==> src/rtl/uart_pkg.sv <==
// uart_pkg: frame constants and state encoding shared by the UART transmitter and receiver
package uart_pkg;
  localparam int TICKS_PER_BIT = 16;
  localparam int DATA_BITS = 8;
  typedef enum logic [3:0] {
    IDLE, START, BIT_0, BIT_1, BIT_2, BIT_3, BIT_4, BIT_5, BIT_6, BIT_7, STOP
  } uart_state_e;
  function automatic logic is_data(uart_state_e s);
    return s >= BIT_0 && s <= BIT_7;
  endfunction
endpackage

==> src/rtl/uart_tx.sv <==
// uart_tx: 8N1 serial transmitter, LSB first, 16 ticks per bit, with a one-byte holding buffer
module uart_tx
  import uart_pkg::*;
(
  input  logic       clock,
  input  logic       reset_n,
  input  logic       uart_tick_16x,
  input  logic       TxD_start,
  input  logic [7:0] TxD_data,
  output logic       TxD_ready,
  output logic       TxD,
  output logic       busy
);
  uart_state_e state, state_n;
  logic [3:0] cnt, cnt_n;
  logic [DATA_BITS-1:0] shreg, shreg_n, hold;
  logic full, load, last, txd_n;
  assign TxD_ready = ~full;
  assign busy = state != IDLE;
  assign last = cnt == 4'(TICKS_PER_BIT - 1);
  always_comb begin
    state_n = state;
    cnt_n = cnt + 4'd1;
    shreg_n = shreg;
    load = 1'b0;
    case (state)
      IDLE: begin
        cnt_n = '0;
        load = full;
      end
      START: state_n = last ? BIT_0 : START;
      STOP: begin
        state_n = last ? IDLE : STOP;
        load = last & full;
      end
      default: begin
        // data bits step through the consecutive encodings up to STOP; anything else is illegal
        state_n = !is_data(state) ? IDLE : last ? uart_state_e'(state + 4'd1) : state;
        shreg_n = is_data(state) && last ? shreg >> 1 : shreg;
        cnt_n = is_data(state) ? cnt + 4'd1 : '0;
      end
    endcase
    if (load) begin
      state_n = START;
      cnt_n = '0;
      shreg_n = hold;
    end
    txd_n = is_data(state_n) ? shreg_n[0] : state_n != START;
  end
  always_ff @(posedge clock or negedge reset_n) begin
    if (!reset_n) begin
      state <= IDLE;
      cnt <= '0;
      shreg <= '0;
      hold <= '0;
      full <= 1'b0;
      TxD <= 1'b1;
    end else begin
      if (TxD_start && !full) begin
        hold <= TxD_data;
        full <= 1'b1;
      end else if (uart_tick_16x && load) begin
        full <= 1'b0;
      end
      if (uart_tick_16x) begin
        state <= state_n;
        cnt <= cnt_n;
        shreg <= shreg_n;
        TxD <= txd_n;
      end
    end
  end
endmodule

==> config.mk <==
export PLATFORM = sky130hd
export DESIGN_NAME = uart_tx
export DESIGN_NICKNAME = d
export VERILOG_FILES = /design/src/rtl/uart_pkg.sv /design/src/rtl/uart_tx.sv
export SDC_FILE = /design/constraint.sdc
export NUM_CORES = 1
export LEC_CHECK = 0
export CAP_MARGIN = 25
export CORE_MARGIN = 10
export CORE_UTILIZATION = 30
export DETAILED_ROUTE_END_ITERATION = 7
export PLACE_DENSITY = 0.6
export SKIP_CTS_REPAIR_TIMING = 1
export SLEW_MARGIN = 0
export SYNTH_ARGS = -nofsm -noshare
export SYNTH_HDL_FRONTEND = slang
export SYNTH_SLANG_ARGS = --single-unit
==> constraint.sdc <==
create_clock -name clock -period 2 [get_ports clock]
set_clock_uncertainty 0.15 [all_clocks]
set_input_delay 0.4 -clock clock [delete_from_list [all_inputs] [get_ports clock]]
set_output_delay 0.4 -clock clock [all_outputs]
set_load 0.01 [all_outputs]
==> impl_summary.md <==
Status
The flow ran to the end, but the final reports show violations. The checks that failed: setup timing.

Drt
For this run, design rule violations remaining after detail routing come to 0. The number of vias after detailed routing is 1236. The average wire per cell in the routed design is 15.3 um. The final layout contains routed wiring with a total length of 3.56 mm. The starting DRC count in detailed routing is 79. Once detail routing completed, the nets flagged for antenna violations numbered 0. The via density per instance is 5.30.

The first-pass detailed-route iteration total is 4.

Timing
Setup violations remaining at the end of the flow were counted as 3. The shortest clock period the worst path allows after layout is 2.15 ns. The count of pins over their slew limit was 0.

The post-route clock period utilization is 1.08. The highest attainable clock frequency is 464 MHz. Once routing completed, OpenROAD measured the worst setup slack at -0.155 ns.

The total count of hold-check failures in the final report is 0. At the pin with the least slew margin, the transition time is 0.325 ns. The worst pin sits at a relative slew slack of 0.783.

Hold is met by 0.337 ns. Setup repair after global routing could not meet its margin everywhere.

Critical path
For the worst setup path, the data arrival time is 2.23 ns. The worst register-to-register path has a setup slack of -0.15 ns. The worst setup path is captured at a flop. The startpoint of the worst-slack reg-to-reg timing path is state[1]. Walking the worst path, the cells encountered are inv_4 -> ha_4 -> o31a_1 -> and3_4 -> or3b_4 -> a32oi_1 -> o221a_2. The startpoint type of the worst setup path is a flop.

At the worst endpoint, the required time is 2.07 ns. The kind of cell adding the most delay to the critical path is compound AO/OA/AOI/OAI gates. The cell with the largest stage delay on the worst path is dfrtp_2. The largest stage delay on the critical path is 0.44 ns. The total buffers and inverters traversed by the critical path is 1. The largest fanout of any net on the critical path is 4. By startpoint and endpoint, the worst setup path is classified as flop to flop. The terminus of the critical flop-to-flop path is TxD.

Counting cells, the worst reg-to-reg path comes to 7.

GRT
The number of antenna violations at the first check in global routing is 0. The first global-routing pass estimated 5.84 mm of wire. The number of global-route vias before repair was 1243. Entering global routing, the biggest net connects 27 pins.

The all-layer global routing usage is 0.0912. The global-route congestion overflow total is 0.

Synthesis
The post-synthesis net count is 159. Summing every instance area after synthesis gives 1420 um2. The share of the yosys chip area belonging to registers is 0.459. Summed over all instances, the cell type with the most area after synthesis is dfrtp_1. Sorting the synthesized cells by area gives the leading types as dfrtp_1 (44%), mux2_2 (6.3%), o21ai_0 (5.3%).

The flip-flop and latch count after synthesis is 26. The fraction of synthesized cell area taken by the top area cell type is 0.441. The fraction of registers with async set or reset after synthesis is 1.00. Synthesis produced 142 cells. In the synthesized netlist the dominant register cell turns out to be dfrtp_1.

The number of warnings reported in the yosys synthesis log is 0. The number of enable flip-flop cells after synthesis is 0. The average size of a mapped cell is 9.99 um2. In this run, distinct cell masters in the synthesized netlist total 40.

Cells and area
Measured on the finished design, the core utilization comes to 0.458. The area overhead of the layout relative to synthesis is 44.4%. In the final layout, the share of cells above drive strength 1 is 0.376. For this run, the post-layout net count is 199. 0 antenna diodes ended up in the layout.

Job
Max-cap violations in this run came to 0.

Place
The last weighted congestion value of the routability-driven placer is 0.872. The total of buffers placed on input and output ports is 14. OpenSTA, run right after detailed placement, puts the worst setup slack at -0.113 ns. Detailed placement ended at an HPWL of 2.56 mm.

Clock network
Counting the buffers created by CTS gives 3. The CTS tree is done. The count of H-tree levels built during CTS is 1. The worst-case clock buffer depth is 2. The root buffer selected by CTS is clkbuf_8. The clock net in this run drives a total of 26 sinks. The latest clock arrival within the worst-skew pair is 0.27 ns.

The clock input transition at the sequential cells of the worst setup and hold paths is 0.09 ns.

Power
The total power consumption of the routed design is 2.50 mW. For this design the static power due to leakage is 0.844 nW. The worst-case IR drop observed on VDD is 0.565 mV. The power per cell area is 1220 nW/um2.

Floorplan
The starting density of the core is 0.317. For this design the top-level I/O count stands at 15. The core box area is 4470 um2. After floorplanning, the core was divided into 24 placement rows. The floorplan step set the die width to 88.8 um. In this run the vertical extent of the chip is 88.8 um. The area of the die is 7880 um2.

Hold path
The path category of the worst min-delay check is input port to asynchronous set/reset pin.
[registers in the layout, summed over array words and instances (netlist names)]
| register | count |
|---|---|
| TxD | 1 |
| cnt | 4 |
| full | 1 |
| hold | 8 |
| shreg | 8 |
| state | 4 |
[power by group]
group / switching [mW] / internal (mW) / total (mW) / leakage, nW
registers: 0.172 / 0.751 / 0.924 / 0.318
clock network: 0.166 / 0.268 / 0.434 / 0.0357
logic: 0.510 / 0.635 / 1.14 / 0.490
total: 0.848 / 1.65 / 2.50 / 0.844
[placed cells by master, fill, tap and decap left out, drive strengths merged, types with 3 or more instances in the layout]
| cell | Yosys | layout |
|---|---|---|
| buf | 2 | 27 |
| dfrtp | 25 | 25 |
| o21ai | 16 | 16 |
| nand2 | 14 | 14 |
| clkdlybuf4s50 | 0 | 13 |
| inv | 10 | 10 |
| mux2 | 8 | 8 |
| a21oi | 8 | 8 |
| a22oi | 7 | 7 |
| nand3 | 5 | 5 |
| ha | 5 | 5 |
| nor2 | 4 | 4 |
| clkbuf | 4 | 4 |
| o31ai | 3 | 3 |
[area by class of cell]
type                    count  area, um2
clock buffers               3       41.3
clock inverters             1       30.0
fillers                   419       2420
inverters                  10       42.5
multi-input cells         100        838
flip-flops and latches     26        654
well taps                  52       65.1
repair buffers             41        378
[worst max path at each step]
stage                     startpoint  endpoint  depth (start not counted)
final                       state[1]       TxD                          7
after global routing        state[1]       TxD                          7
after CTS                   state[1]      busy                          5
after detailed placement    state[1]       TxD                          7
after global placement      state[0]       TxD                          9
after floorplan             state[1]       TxD                          7
[cells by family after synthesis]
| group | after synthesis | synth area share |
|---|---|---|
| muxes | 9 | 0.0705 |
| and+or+nand+nor | 37 | 0.142 |
| AOI/OAI and AO/OA | 48 | 0.232 |
| buffers and inverters | 16 | 0.0458 |
| xor gates and xnor gates | 1 | 0.00617 |
| DFF | 26 | 0.459 |
| adders and majority gates | 5 | 0.0441 |
[synthesized netlist by cell type (2+ instances only)]
cell,n
dfrtp_1,25
o21ai_0,15
o22ai_1,2
nand3_1,5
ha_1,5
nand2b_1,2
o31ai_1,3
a32o_1,2
inv_1,9
nand2_1,14
clkbuf_1,4
a21oi_1,8
and2_1,2
a22o_1,2
a31oi_1,2
nor2_1,4
a22oi_1,7
mux2_2,8
a32oi_1,2
[layer usage]
| layer | wire length, um | GRT usage | vias to the layer above |
|---|---|---|---|
| met1 | 1610 | 0.115 | 611 |
| met4 | 26 | 0.0103 | 0 |
| met3 | 179 | 0.0377 | 4 |
| met5 | 0 | 0 | - |
| met2 | 1740 | 0.147 | 25 |
| li1 | - | - | 596 |
[through the flow]
step | instances | area, um2 | setup TNS (ns)
final | 233 | 2050 | -0.179
after global routing | 233 | 2050 | -0.754
after CTS | 229 | 1880 | -1.11
after detailed placement | 225 | 1810 | -0.452
after global placement | 225 | 1810 | -0.256
after floorplan | 142 | 1450 | -0.0840
Note: power is estimated with default switching activity, not from simulation.
